$ cat config.mk
export PLATFORM = sky130hd
export DESIGN_NAME = ifm_window_buf
export DESIGN_NICKNAME = d
export VERILOG_FILES = /design/src/rtl/ifm_window_buf.sv
export SDC_FILE = /design/constraint.sdc
export NUM_CORES = 1
export LEC_CHECK = 0
export CAP_MARGIN = 20
export CORE_MARGIN = 1.5
export CORE_UTILIZATION = 50
export DETAILED_ROUTE_END_ITERATION = 16
export GPL_TIMING_DRIVEN = 0
export HOLD_SLACK_MARGIN = 0.12
export PLACE_DENSITY = 0.68
export SETUP_SLACK_MARGIN = 0.02
export SYNTH_ARGS = -nofsm -noshare
export SYNTH_HDL_FRONTEND = slang
export SYNTH_SLANG_ARGS = --single-unit
$ cat constraint.sdc
create_clock -name clk -period 2.95 [get_ports clk]
set_input_delay 0.4425 -clock clk [delete_from_list [all_inputs] [get_ports clk]]
set_output_delay 0.4425 -clock clk [all_outputs]
set_load 0.01 [all_outputs]
$ cat src/rtl/ifm_window_buf.sv
// Sliding KxK window generator for a raster-order pixel stream.
// K-1 line buffers hold the previous rows; the window register shifts one column per accepted pixel.
module ifm_window_buf #(
  parameter int unsigned DATA_W = 8,
  parameter int unsigned K      = 3,
  parameter int unsigned MAX_W  = 32,
  parameter int unsigned DIM_W  = $clog2(MAX_W + 1)
) (
  input  logic                    clk,
  input  logic                    rst,
  input  logic                    stall,
  input  logic                    start,
  input  logic [DIM_W-1:0]        cfg_width,
  input  logic [DIM_W-1:0]        cfg_height,
  input  logic                    in_valid,
  input  logic [DATA_W-1:0]       in_data,
  output logic                    in_ready,
  output logic                    win_valid,
  output logic [K*K*DATA_W-1:0]   win_data,
  output logic [DIM_W-1:0]        win_row,
  output logic [DIM_W-1:0]        win_col,
  output logic                    frame_done,
  output logic                    cfg_err
);

  localparam int unsigned WIN_W = K * K * DATA_W;
  localparam int unsigned LB_N  = K - 1;
  localparam int unsigned AW    = $clog2(MAX_W);

  typedef enum logic [1:0] {
    ST_IDLE = 2'd0,
    ST_RUN  = 2'd1,
    ST_DONE = 2'd2
  } state_e;

  state_e             state_q, state_d;
  logic [DIM_W-1:0]   width_q, width_d;
  logic [DIM_W-1:0]   height_q, height_d;
  logic [DIM_W-1:0]   row_q, row_d;
  logic [DIM_W-1:0]   col_q, col_d;
  logic [WIN_W-1:0]   win_q, win_d;
  logic               win_valid_q, win_valid_d;
  logic [WIN_W-1:0]   win_data_q, win_data_d;
  logic [DIM_W-1:0]   win_row_q, win_row_d;
  logic [DIM_W-1:0]   win_col_q, win_col_d;
  logic               frame_done_q, frame_done_d;
  logic               cfg_err_q, cfg_err_d;

  logic [DATA_W-1:0]  lb_q  [LB_N][MAX_W];
  logic [DATA_W-1:0]  lb_rd [LB_N];
  logic [DATA_W-1:0]  lb_wr [LB_N];
  logic [WIN_W-1:0]   win_shift;
  logic [AW-1:0]      col_idx;
  logic               accept;
  logic               qualify;
  logic               cfg_ok;

  assign in_ready   = (state_q == ST_RUN) && !stall;
  assign accept     = in_valid && in_ready;
  assign col_idx    = AW'(col_q);
  assign qualify    = accept && (row_q >= DIM_W'(K - 1)) && (col_q >= DIM_W'(K - 1));
  assign cfg_ok     = (cfg_width  >= DIM_W'(K)) && (cfg_width  <= DIM_W'(MAX_W)) &&
                      (cfg_height >= DIM_W'(K)) && (cfg_height <= DIM_W'(MAX_W));

  assign win_valid  = win_valid_q;
  assign win_data   = win_data_q;
  assign win_row    = win_row_q;
  assign win_col    = win_col_q;
  assign frame_done = frame_done_q;
  assign cfg_err    = cfg_err_q;

  // Line-buffer read at the current column and the value chain written back (each row moves up one buffer).
  always_comb begin
    for (int unsigned j = 0; j < LB_N; j++) begin
      lb_rd[j] = lb_q[j][col_idx];
      lb_wr[j] = in_data;
    end
    for (int unsigned j = 0; j + 1 < LB_N; j++) begin
      lb_wr[j] = lb_rd[j + 1];
    end
  end

  // Window shifted left by one column with the fresh column (buffered rows + incoming pixel) on the right.
  always_comb begin
    win_shift = win_q;
    for (int unsigned r = 0; r < K; r++) begin
      for (int unsigned c = 0; c + 1 < K; c++) begin
        win_shift[(r*K + c)*DATA_W +: DATA_W] = win_q[(r*K + c + 1)*DATA_W +: DATA_W];
      end
    end
    for (int unsigned r = 0; r < LB_N; r++) begin
      win_shift[(r*K + K - 1)*DATA_W +: DATA_W] = lb_rd[r];
    end
    win_shift[(K*K - 1)*DATA_W +: DATA_W] = in_data;
  end

  // Next-state and output logic for the frame FSM and counters.
  always_comb begin
    state_d      = state_q;
    width_d      = width_q;
    height_d     = height_q;
    row_d        = row_q;
    col_d        = col_q;
    win_d        = accept ? win_shift : win_q;
    win_valid_d  = qualify;
    win_data_d   = qualify ? win_shift : win_data_q;
    win_row_d    = qualify ? row_q : win_row_q;
    win_col_d    = qualify ? col_q : win_col_q;
    frame_done_d = 1'b0;
    cfg_err_d    = 1'b0;

    unique case (state_q)
      ST_IDLE: begin
        if (start) begin
          if (cfg_ok) begin
            width_d  = cfg_width;
            height_d = cfg_height;
            row_d    = '0;
            col_d    = '0;
            state_d  = ST_RUN;
          end else begin
            cfg_err_d = 1'b1;
          end
        end
      end
      ST_RUN: begin
        if (accept) begin
          if (col_q == width_q - DIM_W'(1)) begin
            col_d = '0;
            if (row_q == height_q - DIM_W'(1)) begin
              row_d        = '0;
              state_d      = ST_DONE;
              frame_done_d = 1'b1;
            end else begin
              row_d = row_q + DIM_W'(1);
            end
          end else begin
            col_d = col_q + DIM_W'(1);
          end
        end
      end
      ST_DONE: begin
        state_d = ST_IDLE;
      end
      default: begin
        state_d = ST_IDLE;
      end
    endcase
  end

  // Control, window and output registers; everything holds while stalled.
  always_ff @(posedge clk or negedge rst) begin
    if (!rst) begin
      state_q      <= ST_IDLE;
      width_q      <= '0;
      height_q     <= '0;
      row_q        <= '0;
      col_q        <= '0;
      win_q        <= '0;
      win_valid_q  <= 1'b0;
      win_data_q   <= '0;
      win_row_q    <= '0;
      win_col_q    <= '0;
      frame_done_q <= 1'b0;
      cfg_err_q    <= 1'b0;
    end else if (!stall) begin
      state_q      <= state_d;
      width_q      <= width_d;
      height_q     <= height_d;
      row_q        <= row_d;
      col_q        <= col_d;
      win_q        <= win_d;
      win_valid_q  <= win_valid_d;
      win_data_q   <= win_data_d;
      win_row_q    <= win_row_d;
      win_col_q    <= win_col_d;
      frame_done_q <= frame_done_d;
      cfg_err_q    <= cfg_err_d;
    end
  end

  // Line-buffer storage; contents are always rewritten before they reach a valid window, so no reset.
  always_ff @(posedge clk) begin
    if (accept) begin
      for (int unsigned j = 0; j < LB_N; j++) begin
        lb_q[j][col_idx] <= lb_wr[j];
      end
    end
  end

endmodule

Yosys cells after proc, flatten, opt, wreduce, memory -nomap -nowiden
Memories as Yosys holds them, arrays and structs flattened.
Index checks and enable logic that the tools add are counted.
{"block": "classes", "reduce_logical": 17, "eq_ne": 8, "div": 0, "bitwise": 2, "addsub": 4, "mux": 32, "n_shift": 0, "order_cmp": 8, "multipliers": 0}
{"op": "256-bit 2-to-1 mux", "count": 1}
{"op": "8-bit binary-select mux with 5-bit select", "count": 2}
{"op": "6-bit 2-to-1 mux", "count": 7}
{"op": "8-bit demux with 5-bit select", "count": 1}
{"op": "8-bit 2-to-1 mux", "count": 5}
{"op": "6-bit by 2-bit >= comparator with 1-bit output, second input constant", "count": 4}
{"op": "6-bit one-hot mux with 2 select lines", "count": 2}
{"op": "6-bit by 1-bit adder with 6-bit output, second input constant", "count": 2}
{"op": "6-bit equality test", "count": 2}
{"op": "6-bit <= comparator, second input constant", "count": 2}
{"op": "6-bit AND reduction", "count": 2}
{"op": "6-bit by 1-bit subtractor with 6-bit output, second input constant", "count": 2}
{"op": "2-bit 2-to-1 mux", "count": 5}
{"op": "1-bit logical AND", "count": 8}
{"op": "1-bit 2-to-1 mux", "count": 8}
{"op": "6-bit >= comparator, second input constant", "count": 1}
{"op": "6-bit by 1-bit < comparator with 1-bit output, second input constant", "count": 1}
{"op": "2-bit != test, second input constant", "count": 3}
{"op": "5-bit inverter with 6-bit output", "count": 1}
{"op": "5-bit AND reduction", "count": 1}
{"op": "2-bit by 1-bit != test with 1-bit output, second input constant", "count": 2}
{"op": "2-bit one-hot mux with 2 select lines", "count": 1}
{"op": "2-bit AND reduction", "count": 2}
{"op": "4-bit AND reduction", "count": 1}
{"op": "5 further kinds", "count": 5}
{"block": "word_totals", "memories": 1, "rom_bits": 0, "latchBits": 0, "word_cells": 84, "ram_bits": 512, "reg_bits": 185}
{"memory": "lb_q", "depth": 2, "width": 256, "read_ports": 2, "rd_clocked_by_memory_dff": 0, "wr": 2, "line": "49", "source": "logic [DATA_W-1:0] lb_q [LB_N][MAX_W];"}

Depth between registers and ports, before layout
Gate-level depths: netlist of run 1.
{"block": "logic_depth", "depth_word": 7, "mapped_depth": 12, "depth_no_buf": 8}

Least setup slack after synthesis of run 1
OpenSTA, ideal clock, no wires.
{"block": "synth_path", "path_kind": "register -> register", "startpoint": "register col_q[1]", "endpoint": "register win_data_q[43] (netlist: win_data[43])", "path_slack_ns": 0.164, "t_arrival_ns": 2.659, "stages_incl_launch_ff": 8, "t_required_ns": 2.823, "synth_period_minus_slack_ns": 2.786, "path_cell_list": "dfrtp_1 > buf_2 > buf_2 > clkbuf_1 > mux4_2 > a22oi_1 > nand4_1 > mux2_2"}
{"item": "start: declaration", "line": "40", "source": "logic [DIM_W-1:0] col_q, col_d;"}
{"item": "start signal: assignment", "line": "171", "source": "col_q <= col_d;"}
{"item": "end signal: assignment", "line": "174", "source": "win_data_q <= win_data_d;"}
{"item": "end: declaration", "line": "43", "source": "logic [WIN_W-1:0] win_data_q, win_data_d;"}

==> report_table.html, run 1 <==
<table>
<tr><th>Metric</th><th>Value</th></tr>
<tr><th colspan="2">Finish</th></tr>
<tr><td>Fraction of layout cells with a size suffix above 1</td><td>0.284</td></tr>
<tr><td>Area growth syn-to-layout</td><td>21.0%</td></tr>
<tr><td>Post-route standard cell area excluding fillers</td><td>31500 um^2</td></tr>
<tr><td>Count of placed standard cells in the final layout, fillers left out</td><td>2390</td></tr>
<tr><td>Most used cells in the layout excluding fill and tap cells</td><td>edfxtp_1 (512), nand2_1 (165), dfrtp_1 (161)</td></tr>
<tr><td>Net count of the finished layout</td><td>1694</td></tr>
<tr><td>Number of inserted filler cells in the final layout</td><td>3676</td></tr>
<tr><td>N_diodes</td><td>0</td></tr>
<tr><td>Most common cell after layout, fill and taps aside</td><td>edfxtp_1</td></tr>
<tr><th colspan="2">Clock network</th></tr>
<tr><td>TritonCTS sink count</td><td>673</td></tr>
<tr><td>Deepest clock path buffer count</td><td>3</td></tr>
<tr><td>Number of buffers created by CTS</td><td>68</td></tr>
<tr><td>Root buffer selected by CTS</td><td>clkbuf_16</td></tr>
<tr><td>Clock-pin transition on the worst setup and hold timing paths</td><td>60 ps</td></tr>
<tr><td>Later-pin clock latency in the skew report</td><td>610 ps</td></tr>
<tr><td>CTS tree</td><td>built</td></tr>
<tr><td>CTS HTree Levels</td><td>3</td></tr>
<tr><th colspan="2">Routing</th></tr>
<tr><td>Met3 WL post-DR</td><td>5130 um</td></tr>
<tr><td>Top layer reached by signal wires</td><td>met5</td></tr>
<tr><td>First-pass detailed-route iteration total</td><td>5</td></tr>
<tr><td>Post-detailed-route via-to-cell ratio</td><td>5.96</td></tr>
<tr><td>Post-detailed-route DRC marker count</td><td>0</td></tr>
<tr><td>Post-Route M1 WL</td><td>26000 um</td></tr>
<tr><td>Detail Route Antenna Nets</td><td>0</td></tr>
<tr><td>Routed len/inst</td><td>26.4 um</td></tr>
<tr><td>Drt initial violations</td><td>1424</td></tr>
<tr><td>Via count</td><td>14200</td></tr>
<tr><td>Total wire length</td><td>63100 um</td></tr>
<tr><td>Amount of wire on met2 after detailed routing</td><td>30300 um</td></tr>
<tr><th colspan="2">Power</th></tr>
<tr><td>Static leakage</td><td>11.1 nW</td></tr>
<tr><td>Part of the power in the clock network</td><td>0.285</td></tr>
<tr><td>Power density normalized to cell area</td><td>919 nW/um^2</td></tr>
<tr><td>Fraction of power consumed by combinational cells</td><td>0.279</td></tr>
<tr><td>Relative contribution of sequential cells to total power</td><td>0.436</td></tr>
<tr><td>Psw</td><td>8.52 mW</td></tr>
<tr><td>Net switching fraction of the power</td><td>0.294</td></tr>
<tr><td>P_int</td><td>20.4 mW</td></tr>
<tr><td>Maximum vdd drop</td><td>0.713 mV</td></tr>
<tr><th colspan="2">Timing</th></tr>
<tr><td>Setup repair after global routing missed its margin</td><td>true</td></tr>
<tr><td>Upper clock frequency limit</td><td>0.332 GHz</td></tr>
<tr><td>Shortest clock period the worst path allows after layout</td><td>3010 ps</td></tr>
<tr><td>Slew margin rel.</td><td>0.451</td></tr>
<tr><td>Worst path setup slack after routing</td><td>-59.5 ps</td></tr>
<tr><td>Actual transition at the worst max-transition pin</td><td>824 ps</td></tr>
<tr><td>Final Hold Fails</td><td>0</td></tr>
<tr><td>Min Hold Slack</td><td>471 ps</td></tr>
<tr><td>Setup clock skew after layout</td><td>28.3 ps</td></tr>
<tr><td>Setup violation total in the final timing report</td><td>37</td></tr>
<tr><td>Slew Limit Fails</td><td>0</td></tr>
<tr><td>Tcrit/Tclk final</td><td>1.02</td></tr>
<tr><th colspan="2">Synthesis</th></tr>
<tr><td>Number of synthesized register bits</td><td>673</td></tr>
<tr><td>Register area share after synthesis</td><td>0.745</td></tr>
<tr><td>Number of synthesized flops with an enable pin</td><td>512</td></tr>
<tr><td>Synthesized instance count</td><td>1398</td></tr>
<tr><td>Mean post-synth cell area</td><td>18.6 um^2</td></tr>
<tr><td>Async set or reset register ratio after synthesis</td><td>0.239</td></tr>
<tr><td>Synth unique cells</td><td>54</td></tr>
<tr><td>Cell area after synthesis</td><td>26000 um^2</td></tr>
<tr><td>Most common flop cell mapped by yosys</td><td>edfxtp_1</td></tr>
<tr><td>Post-Synthesis Net Count</td><td>1431</td></tr>
<tr><td>Synth warnings</td><td>0</td></tr>
<tr><th colspan="2">Setup path</th></tr>
<tr><td>Start-to-end type of the worst setup path</td><td>in2reg</td></tr>
<tr><td>Kind of capture point of the worst setup path</td><td>flip-flop</td></tr>
<tr><td>Startpoint of the worst-slack reg-to-reg timing path</td><td>state_q[1]</td></tr>
<tr><td>CP peak stage delay</td><td>570 ps</td></tr>
<tr><td>CP Data Arrival Time</td><td>3310 ps</td></tr>
<tr><td>Worst R2R Setup Slack</td><td>-30 ps</td></tr>
<tr><td>Sum of buffers and inverters on the critical path</td><td>3</td></tr>
<tr><td>FF-to-FF path depth</td><td>6</td></tr>
<tr><td>Critical-path cell with the highest stage delay</td><td>nand2_1</td></tr>
<tr><td>Required arrival time at the worst endpoint</td><td>3250 ps</td></tr>
<tr><td>Startpoint type of the worst setup path</td><td>input port</td></tr>
<tr><td>Kind of cell adding the most delay to the critical path</td><td>simple AND/OR/NAND/NOR gates</td></tr>
<tr><td>Capture point of the worst reg-to-reg path</td><td>lb_q[0][170]</td></tr>
<tr><td>Worst-path fanout max</td><td>12</td></tr>
<tr><td>Worst path cell trace</td><td>clkdlybuf4s50_1, nor2_1, and3_1, clkbuf_1, nand2_1, nor2_2, buf_8</td></tr>
<tr><th colspan="2">Floorplanning</th></tr>
<tr><td>I/O pin cnt</td><td>113</td></tr>
<tr><td>Die area</td><td>53500 um^2</td></tr>
<tr><td>Core Region</td><td>51400 um^2</td></tr>
<tr><td>Y dimension of the die</td><td>231 um</td></tr>
<tr><td>Die Width</td><td>231 um</td></tr>
<tr><td>Starting density of the core</td><td>0.507</td></tr>
<tr><td>Number of placement rows</td><td>83</td></tr>
<tr><th colspan="2">Placement</th></tr>
<tr><td>Cell area after placement</td><td>28900 um^2</td></tr>
<tr><td>Number of buffers inserted by port buffering</td><td>112</td></tr>
<tr><td>Final weighted congestion in routability-driven placement</td><td>0.806</td></tr>
<tr><td>Cell Count Post-Placement</td><td>2238</td></tr>
<tr><td>Detailed-placement wirelength estimate</td><td>42400 um</td></tr>
<tr><td>Dpl ws</td><td>-1220 ps</td></tr>
<tr><th colspan="2">Global routing</th></tr>
<tr><td>Residual overflow from global routing</td><td>0</td></tr>
<tr><td>Pin count of the biggest net entering global routing</td><td>84</td></tr>
<tr><td>First-pass GRT wire length</td><td>93300 um</td></tr>
<tr><td>Vias in the first global route</td><td>14500</td></tr>
<tr><td>Antenna violations before repair</td><td>1</td></tr>
<tr><td>Overall track demand over capacity in global routing</td><td>0.241</td></tr>
<tr><th colspan="2">Hold path</th></tr>
<tr><td>Kind of path behind the tightest hold check</td><td>in2async</td></tr>
<tr><th colspan="2">Outcome</th></tr>
<tr><td>Result of the run</td><td>complete, but fails checks</td></tr>
<tr><td>Violations in the final reports</td><td>negative setup slack</td></tr>
<tr><th colspan="2">Flow run</th></tr>
<tr><td>Max Cap Viol</td><td>0</td></tr>
</table>
[final cells by class]
class                      count  area (um^2)  share of cell area
multi-input combinational    639         6340               0.201
buffer                        74          493              0.0156
timing repair buffer         193         2240              0.0711
clock inverter                27          228             0.00723
tap                          680          851              0.0270
inverter                      12         45.0             0.00143
clock buffer                  92         1910              0.0605
sequential                   673        19400               0.616
[sequential cells by signal, summed over array words and instances (netlist names)]
name	cells
col_q	6
win_col	6
lb_q	512
frame_done	1
width_q	6
win_q	48
state_q	2
height_q	6
win_valid	1
win_row	6
row_q	6
win_data	72
cfg_err	1
[what timing repair did]
action,4_1_cts,5_1_grt
gates resized for setup,44,15
endpoints found under the setup margin,629,431
gates cloned,1,1
pin swaps,9,1
setup buffers,23,6
endpoints found under the hold margin,78,0
hold buffers,1,0
[synth_stat cells, types with 4 or more instances]
| cell | instances | area share |
|---|---|---|
| edfxtp_1 | 512 | 0.59 |
| nand2_1 | 166 | 0.024 |
| dfrtp_1 | 161 | 0.15 |
| mux4_2 | 128 | 0.11 |
| mux2_2 | 79 | 0.034 |
| a22oi_1 | 64 | 0.018 |
| nor2_1 | 47 | 0.0068 |
| clkbuf_1 | 32 | 0.0046 |
| o21ai_0 | 28 | 0.0054 |
| buf_2 | 21 | 0.0040 |
| nand3_1 | 16 | 0.0031 |
| buf_6 | 14 | 0.0061 |
| inv_1 | 12 | 0.0017 |
| nand4_1 | 12 | 0.0029 |
| and4_1 | 8 | 0.0027 |
| ha_1 | 8 | 0.0038 |
| a21oi_1 | 6 | 0.0012 |
| nor3_1 | 6 | 0.0012 |
| xnor2_1 | 6 | 0.0020 |
| xor2_1 | 5 | 0.0017 |
| a32o_1 | 4 | 0.0015 |
| buf_1 | 4 | 0.00058 |
| nor2b_1 | 4 | 0.00096 |
[layer usage]
layer	global-route usage	vias to the layer above
met5	0	-
met4	0.0727	2
met3	0.0554	104
met2	0.380	598
met1	0.339	7473
li1	-	6061
[power by group through the flow]
stage | Clock, mW | Combinational [mW] | Sequential (mW)
after floorplan | 0 | 3.89 | 12.9
after global placement | 0 | 6.97 | 12.9
after detailed placement | 0 | 7.57 | 12.8
after CTS | 8.37 | 8.05 | 12.6
after global routing | 8.75 | 8.61 | 12.7
final | 8.25 | 8.08 | 12.6
[logic make-up (layout without fill, tap and decap cells)]
group,Yosys count,after routing,share of synthesized area
flops,673,673,0.745
compound gates,125,125,0.0342
fa+ha+maj,8,8,0.00384
mux,207,207,0.145
xor+xnor,12,12,0.00456
simple gates,286,287,0.0495
buf+inv,87,398,0.0181
[worst max path at each step]
stage / startpoint / to / cells after the start
5_1_grt: stall / lb_q[0][177] / 7
4_1_cts: state_q[1] / lb_q[0][174] / 6
2_1_floorplan: col_q[1] / win_data[43] / 7
3_5_place_dp: col_q[1] / win_data[40] / 8
6_report: stall / lb_q[0][170] / 7
3_3_place_gp: rst / win_data[66] / 1
[metrics by stage]
| stage | setup TNS (ps) | power, mW | utilization |
|---|---|---|---|
| 3_3_place_gp | -1836510 | 19.9 | 0.545 |
| 2_1_floorplan | 0 | 16.8 | - |
| 6_report | -1720 | 29.0 | 0.613 |
| 5_1_grt | -9150 | 30.1 | 0.613 |
| 3_5_place_dp | -456110 | 20.4 | 0.563 |
| 4_1_cts | 0 | 29.0 | 0.610 |
No activity file was read; power rests on OpenSTA's default activity.
==> run 2: changes to the inputs <==
CELL_PAD_IN_SITES_DETAIL_PLACEMENT = 1   (was not set)
CELL_PAD_IN_SITES_GLOBAL_PLACEMENT = 1   (was not set)
CORE_UTILIZATION = 47   (was 50)
PLACE_DENSITY = 0.73   (was 0.68)
==> run 2 against run 1 <==
Compared with the run above:
- the flow now finishes without violations
- clock skew rose by 20 ps
- sequential share of layout area fell by 0.58 points
- clock-buffer cell count rose by 1
- hold slack got worse by 120 ps
- final area rose by 0.96%
==> report_table.html, run 2 (synthesis results as in run 1) <==
<table>
<tr><th>Metric</th><th>Value</th></tr>
<tr><th colspan="2">Timing</th></tr>
<tr><td>Slew Limit Fails</td><td>0</td></tr>
<tr><td>Actual transition at the worst max-transition pin</td><td>894 ps</td></tr>
<tr><td>Setup TNS Final</td><td>0 ps</td></tr>
<tr><td>Setup violation total in the final timing report</td><td>0</td></tr>
<tr><td>Upper clock frequency limit</td><td>0.350 GHz</td></tr>
<tr><td>Final Hold Fails</td><td>0</td></tr>
<tr><td>Setup clock skew after layout</td><td>48.5 ps</td></tr>
<tr><td>Setup repair after global routing missed its margin</td><td>true</td></tr>
<tr><td>Tcrit/Tclk final</td><td>0.970</td></tr>
<tr><td>Slew margin rel.</td><td>0.404</td></tr>
<tr><td>Shortest clock period the worst path allows after layout</td><td>2860 ps</td></tr>
<tr><th colspan="2">Floorplanning</th></tr>
<tr><td>Die Width</td><td>238 um</td></tr>
<tr><td>Starting density of the core</td><td>0.475</td></tr>
<tr><td>Die area</td><td>56800 um^2</td></tr>
<tr><td>I/O pin cnt</td><td>113</td></tr>
<tr><td>Number of placement rows</td><td>86</td></tr>
<tr><td>Core Region</td><td>54900 um^2</td></tr>
<tr><td>Y dimension of the die</td><td>238 um</td></tr>
<tr><th colspan="2">Global routing</th></tr>
<tr><td>Antenna violations before repair</td><td>2</td></tr>
<tr><td>First-pass GRT wire length</td><td>104000 um</td></tr>
<tr><td>Residual overflow from global routing</td><td>0</td></tr>
<tr><td>Vias in the first global route</td><td>15500</td></tr>
<tr><td>Overall track demand over capacity in global routing</td><td>0.256</td></tr>
<tr><td>Pin count of the biggest net entering global routing</td><td>109</td></tr>
<tr><th colspan="2">Routing</th></tr>
<tr><td>Routed len/inst</td><td>29.6 um</td></tr>
<tr><td>Total wire length</td><td>71400 um</td></tr>
<tr><td>Drt initial violations</td><td>1386</td></tr>
<tr><td>First-pass detailed-route iteration total</td><td>5</td></tr>
<tr><td>Post-detailed-route via-to-cell ratio</td><td>6.03</td></tr>
<tr><td>Detail Route Antenna Nets</td><td>0</td></tr>
<tr><td>Post-detailed-route DRC marker count</td><td>0</td></tr>
<tr><td>Via count</td><td>14600</td></tr>
<tr><th colspan="2">Setup path</th></tr>
<tr><td>Kind of capture point of the worst setup path</td><td>flip-flop</td></tr>
<tr><td>Worst-path fanout max</td><td>10</td></tr>
<tr><td>Required arrival time at the worst endpoint</td><td>3270 ps</td></tr>
<tr><td>Startpoint type of the worst setup path</td><td>input port</td></tr>
<tr><td>Start-to-end type of the worst setup path</td><td>in2reg</td></tr>
<tr><td>CP Data Arrival Time</td><td>3180 ps</td></tr>
<tr><th colspan="2">Outcome</th></tr>
<tr><td>Result of the run</td><td>completed</td></tr>
<tr><th colspan="2">Power</th></tr>
<tr><td>Static leakage</td><td>11.2 nW</td></tr>
<tr><td>Maximum vdd drop</td><td>0.583 mV</td></tr>
<tr><td>Power density normalized to cell area</td><td>935 nW/um^2</td></tr>
<tr><th colspan="2">Finish</th></tr>
<tr><td>Post-route standard cell area excluding fillers</td><td>31800 um^2</td></tr>
<tr><td>Most used cells in the layout excluding fill and tap cells</td><td>edfxtp_1 (512), nand2_1 (162), dfrtp_1 (161)</td></tr>
<tr><td>N_diodes</td><td>0</td></tr>
<tr><td>Area growth syn-to-layout</td><td>22.1%</td></tr>
<tr><td>Fraction of layout cells with a size suffix above 1</td><td>0.289</td></tr>
<tr><td>Net count of the finished layout</td><td>1685</td></tr>
<tr><td>Most common cell after layout, fill and taps aside</td><td>edfxtp_1</td></tr>
<tr><td>Top register by number of flip-flops</td><td>lb_q</td></tr>
<tr><td>Number of flip-flops in the largest register</td><td>512</td></tr>
<tr><td>Final Core Density</td><td>0.580</td></tr>
<tr><th colspan="2">Clock network</th></tr>
<tr><td>Deepest clock path buffer count</td><td>3</td></tr>
<tr><td>Clock-pin transition on the worst setup and hold timing paths</td><td>60 ps</td></tr>
<tr><td>Root buffer selected by CTS</td><td>clkbuf_16</td></tr>
<tr><td>Number of buffers created by CTS</td><td>70</td></tr>
<tr><td>Later-pin clock latency in the skew report</td><td>630 ps</td></tr>
<tr><td>CTS tree</td><td>built</td></tr>
<tr><td>CTS HTree Levels</td><td>3</td></tr>
<tr><td>TritonCTS sink count</td><td>673</td></tr>
<tr><th colspan="2">Flow run</th></tr>
<tr><td>Max Cap Viol</td><td>0</td></tr>
<tr><th colspan="2">Placement</th></tr>
<tr><td>Cell area after placement</td><td>29000 um^2</td></tr>
<tr><td>Final weighted congestion in routability-driven placement</td><td>0.807</td></tr>
<tr><td>Detailed-placement wirelength estimate</td><td>46800 um</td></tr>
<tr><td>Number of buffers inserted by port buffering</td><td>112</td></tr>
<tr><th colspan="2">Hold path</th></tr>
<tr><td>Kind of path behind the tightest hold check</td><td>in2async</td></tr>
</table>
[run 2: cell types whose count changed in the layout (fill, tap and decap cells not counted), sizes merged]
cell / before / now
clkinv: 19 / 23
inv: 13 / 14
clkbuf: 127 / 128
clkinvlp: 5 / 8
nand4: 13 / 12
o31ai: 1 / 2
bufinv: 2 / 4
buf: 120 / 109
[run 2: what timing repair did]
| action | in CTS | in global routing |
|---|---|---|
| endpoints found under the setup margin | 754 | 543 |
| buffers inserted | 16 | 4 |
| hold buffers | 1 | 0 |
| hold endpoints to repair | 53 | 0 |
| gates resized for setup | 41 | 24 |
| pin swaps | 8 | 1 |
| cloned | 0 | 2 |
[run 2: cell type report]
| class | instances | area (um^2) |
|---|---|---|
| Sequential cell | 673 | 19400 |
| Multi-Input combinational cell | 639 | 6390 |
| Tap cell | 704 | 881 |
| Clock inverter | 37 | 359 |
| Timing Repair Buffer | 183 | 2320 |
| Clock buffer | 93 | 1930 |
| Buffer | 73 | 487 |
| Inverter | 12 | 45.0 |
| Fill cell | 4829 | 23100 |
[run 2: layer usage]
metal	up-vias	routed length, um	GRT usage	share of wire
met1	7719	27800	0.336	0.39
met5	-	9	0	0.00013
li1	6045	-	-	-
met4	2	2750	0.102	0.038
met2	639	35500	0.425	0.50
met3	157	5360	0.0495	0.075
[run 2: worst paths after layout]
path / slack [ps] / start / endpoint / depth (start not counted)
max: 90 / stall / lb_q[0][297] / 6
min: 350 / rst / height_q[1] / 2
max reg2reg: 110 / col_q[1] / win_q[19] / 6
min reg2reg: 470 / win_row[5] / win_row[5] / 2
max in group asynchronous: 1670 / rst / win_q[71] / 3
min in group clk: 470 / win_row[5] / win_row[5] / 2
[run 2: power breakdown]
part	internal [mW]	leakage, nW	total (mW)	switching (mW)
combinational	3.65	3.38	8.25	4.60
clock	5.01	1.10	8.80	3.79
sequential	12.0	6.70	12.7	0.681
total	20.7	11.2	29.8	9.07
[run 2: stage by stage]
step	worst slack (ps)	total power, mW	instances	hold WS (ps)
2_1_floorplan	164	16.8	1398	147
3_3_place_gp	-5220	19.9	2214	459
3_5_place_dp	-1270	20.6	2260	387
4_1_cts	-144	29.8	2406	328
5_1_grt	-0.791	30.7	2414	359
6_report	88.9	29.8	2414	353
[run 2: critical path: stages]
cell and delay [ps]:
clkdlybuf4s50_1 560, nor2_1 290, and3_1 640, nand2_2 430, nor2_2 560, buf_8 240
==> run 3: changes to the inputs <==
CORE_ASPECT_RATIO = 0.8   (was not set)
==> run 3 against run 2 <==
Compared with the run above:
- cell count increased by 1.2%
- critical path depth increased by 5
- hold slack worse by 33 ps
- power is 1.1% lower
- combinational power is 0.7% lower
- clock power shrank 3.2%
- global-route usage is 0.28 points higher
- first-iteration DRC count increased by 14%
- sequential power is essentially flat
- clock skew fell by 27 ps
==> report_table.html, run 3 (synthesis results as in run 1) <==
<table>
<tr><th>Metric</th><th>Value</th></tr>
<tr><th colspan="2">Outcome</th></tr>
<tr><td>Result of the run</td><td>completed</td></tr>
<tr><th colspan="2">Power</th></tr>
<tr><td>P_int</td><td>20.5 mW</td></tr>
<tr><td>Total power</td><td>29.4 mW</td></tr>
<tr><td>Static leakage</td><td>11.1 nW</td></tr>
<tr><td>Maximum vdd drop</td><td>0.511 mV</td></tr>
<tr><td>Fraction of power consumed by combinational cells</td><td>0.278</td></tr>
<tr><td>Net switching fraction of the power</td><td>0.305</td></tr>
<tr><td>Part of the power in the clock network</td><td>0.290</td></tr>
<tr><td>Relative contribution of sequential cells to total power</td><td>0.432</td></tr>
<tr><td>Psw</td><td>8.97 mW</td></tr>
<tr><td>Power density normalized to cell area</td><td>930 nW/um^2</td></tr>
<tr><th colspan="2">Clock network</th></tr>
<tr><td>Clock-pin transition on the worst setup and hold timing paths</td><td>60 ps</td></tr>
<tr><td>Later-pin clock latency in the skew report</td><td>610 ps</td></tr>
<tr><td>CTS HTree Levels</td><td>3</td></tr>
<tr><td>Deepest clock path buffer count</td><td>3</td></tr>
<tr><td>Number of buffers created by CTS</td><td>68</td></tr>
<tr><td>CTS tree</td><td>built</td></tr>
<tr><td>Root buffer selected by CTS</td><td>clkbuf_16</td></tr>
<tr><td>TritonCTS sink count</td><td>673</td></tr>
<tr><th colspan="2">Setup path</th></tr>
<tr><td>Sum of buffers and inverters on the critical path</td><td>6</td></tr>
<tr><td>Logic depth of the worst setup path including buffers</td><td>11</td></tr>
<tr><td>Start-to-end type of the worst setup path</td><td>reg2reg</td></tr>
<tr><td>Kind of capture point of the worst setup path</td><td>flip-flop</td></tr>
<tr><td>Critical-path cell with the highest stage delay</td><td>dfrtp_1</td></tr>
<tr><td>Worst path cell trace</td><td>buf_6, buf_8, buf_6, inv_1, ha_1, nor3_2, a21oi_2, o31ai_4, buf_4, buf_6, mux2_2</td></tr>
<tr><td>FF-to-FF path depth</td><td>11</td></tr>
<tr><td>Startpoint type of the worst setup path</td><td>flip-flop</td></tr>
<tr><td>Required arrival time at the worst endpoint</td><td>3440 ps</td></tr>
<tr><td>CP peak stage delay</td><td>390 ps</td></tr>
<tr><td>Cell occurring most often along the worst timing path</td><td>buf_6</td></tr>
<tr><td>Worst-path fanout max</td><td>10</td></tr>
<tr><td>CP Data Arrival Time</td><td>3370 ps</td></tr>
<tr><td>Kind of cell adding the most delay to the critical path</td><td>buffers and inverters</td></tr>
<tr><th colspan="2">Floorplanning</th></tr>
<tr><td>Die Width</td><td>266 um</td></tr>
<tr><td>Number of placement rows</td><td>76</td></tr>
<tr><td>Y dimension of the die</td><td>214 um</td></tr>
<tr><td>Die area</td><td>56800 um^2</td></tr>
<tr><td>Starting density of the core</td><td>0.480</td></tr>
<tr><td>I/O pin cnt</td><td>113</td></tr>
<tr><td>Core Region</td><td>54300 um^2</td></tr>
<tr><th colspan="2">Finish</th></tr>
<tr><td>Number of flip-flops in the largest register</td><td>512</td></tr>
<tr><td>Area growth syn-to-layout</td><td>21.5%</td></tr>
<tr><td>Fraction of layout cells with a size suffix above 1</td><td>0.288</td></tr>
<tr><td>Most used cells in the layout excluding fill and tap cells</td><td>edfxtp_1 (512), nand2_1 (162), dfrtp_1 (161)</td></tr>
<tr><td>Final Core Density</td><td>0.583</td></tr>
<tr><td>Top register by number of flip-flops</td><td>lb_q</td></tr>
<tr><td>Most common cell after layout, fill and taps aside</td><td>edfxtp_1</td></tr>
<tr><td>Net count of the finished layout</td><td>1683</td></tr>
<tr><td>Number of inserted filler cells in the final layout</td><td>4807</td></tr>
<tr><th colspan="2">Timing</th></tr>
<tr><td>Actual transition at the worst max-transition pin</td><td>784 ps</td></tr>
<tr><td>Worst path setup slack after routing</td><td>66.2 ps</td></tr>
<tr><td>Shortest clock period the worst path allows after layout</td><td>2880 ps</td></tr>
<tr><td>Final Hold Fails</td><td>0</td></tr>
<tr><td>Setup violation total in the final timing report</td><td>0</td></tr>
<tr><td>Setup TNS Final</td><td>0 ps</td></tr>
<tr><td>Setup repair after global routing missed its margin</td><td>true</td></tr>
<tr><td>Upper clock frequency limit</td><td>0.347 GHz</td></tr>
<tr><td>Slew margin rel.</td><td>0.478</td></tr>
<tr><td>Setup clock skew after layout</td><td>22.0 ps</td></tr>
<tr><td>Tcrit/Tclk final</td><td>0.978</td></tr>
<tr><td>Slew Limit Fails</td><td>0</td></tr>
<tr><th colspan="2">Global routing</th></tr>
<tr><td>Antenna violations before repair</td><td>4</td></tr>
<tr><td>Residual overflow from global routing</td><td>0</td></tr>
<tr><td>Vias in the first global route</td><td>15600</td></tr>
<tr><td>Pin count of the biggest net entering global routing</td><td>117</td></tr>
<tr><td>Overall track demand over capacity in global routing</td><td>0.259</td></tr>
<tr><td>First-pass GRT wire length</td><td>105000 um</td></tr>
<tr><th colspan="2">Routing</th></tr>
<tr><td>Total wire length</td><td>72100 um</td></tr>
<tr><td>Post-detailed-route DRC marker count</td><td>0</td></tr>
<tr><td>Via count</td><td>14600</td></tr>
<tr><td>Post-detailed-route via-to-cell ratio</td><td>5.97</td></tr>
<tr><td>Drt initial violations</td><td>1575</td></tr>
<tr><td>First-pass detailed-route iteration total</td><td>5</td></tr>
<tr><td>Routed len/inst</td><td>29.5 um</td></tr>
<tr><td>Detail Route Antenna Nets</td><td>0</td></tr>
<tr><th colspan="2">Placement</th></tr>
<tr><td>Final weighted congestion in routability-driven placement</td><td>0.813</td></tr>
<tr><td>Detailed-placement wirelength estimate</td><td>47400 um</td></tr>
<tr><td>Number of buffers inserted by port buffering</td><td>112</td></tr>
<tr><td>Dpl ws</td><td>-1440 ps</td></tr>
<tr><th colspan="2">Flow run</th></tr>
<tr><td>Max Cap Viol</td><td>0</td></tr>
<tr><th colspan="2">Hold path</th></tr>
<tr><td>Kind of path behind the tightest hold check</td><td>in2async</td></tr>
</table>
==> run 3: cell types whose count changed in the layout (fill, tap and decap cells not counted), sizes merged <==
cell / delta
clkinvlp: -7
clkinv: -5
buf: +3
bufinv: -2
clkbuf: +1
diode: +1
inv: +1
o31ai: -1
==> run 3: area by class of cell <==
type,count,area [um^2],area share
antenna,1,2.50,0.0000791
buffer,74,490,0.0155
clock buffer,96,1990,0.0629
clock inverter,24,174,0.00550
inverter,12,45.0,0.00142
multi-input combinational,638,6470,0.204
sequential,673,19400,0.613
tap,741,927,0.0293
timing repair buffer,183,2140,0.0676
==> run 3: final timing paths <==
path                       slack (ps)           end       from
setup / recovery                   70  win_data[61]   col_q[0]
hold reg to reg                   480     win_q[39]  win_q[39]
hold / removal                    320    width_q[1]        rst
setup reg to reg                   70  win_data[61]   col_q[0]
min in group clk                  480     win_q[39]  win_q[39]
max in group asynchronous        1680  win_data[67]        rst
==> run 3: power groups by stage <==
stage / Clock [mW] / Combinational [mW] / Sequential, mW
3_5_place_dp: 0 / 7.69 / 12.9
3_3_place_gp: 0 / 6.96 / 13.0
2_1_floorplan: 0 / 3.89 / 12.9
5_1_grt: 8.94 / 8.66 / 12.8
6_report: 8.52 / 8.19 / 12.7
4_1_cts: 8.62 / 8.06 / 12.7
==> run 3: metrics by stage <==
stage | std cells | instance area (um^2) | hold slack [ps]
5_1_grt | 2441 | 31600 | 356
4_1_cts | 2431 | 31500 | 319
3_3_place_gp | 2251 | 28100 | 457
6_report | 2442 | 31600 | 320
2_1_floorplan | 1398 | 26000 | 147
3_5_place_dp | 2295 | 28900 | 367
==> run 3: what timing repair did <==
action                                  in CTS  in global routing
hold buffers                                 1                  0
gates resized for setup                     59                 30
endpoints found under the setup margin     795                687
gates cloned                                 0                  1
pin swaps                                   10                  2
buffers inserted                            15                  9
hold endpoints to repair                    45                  0
==> run 3: layer usage <==
| metal | GRT usage | vias to the layer above | part of all wire |
|---|---|---|---|
| met5 | 0 | - | 0.00029 |
| met4 | 0.0776 | 4 | 0.023 |
| met2 | 0.406 | 630 | 0.48 |
| met3 | 0.0746 | 130 | 0.092 |
| li1 | - | 6013 | - |
| met1 | 0.356 | 7805 | 0.41 |
==> run 3: worst register-to-register path, delay by kind of cell, from the launching register on <==
| family | cells | cell delay [ps] |
|---|---|---|
| buffers and inverters | 6 | 1140 |
| AOI/OAI and AO/OA | 2 | 400 |
| DFF | 1 | 390 |
| muxes | 1 | 350 |
| adders and majority gates | 1 | 260 |
| and+or+nand+nor | 1 | 220 |
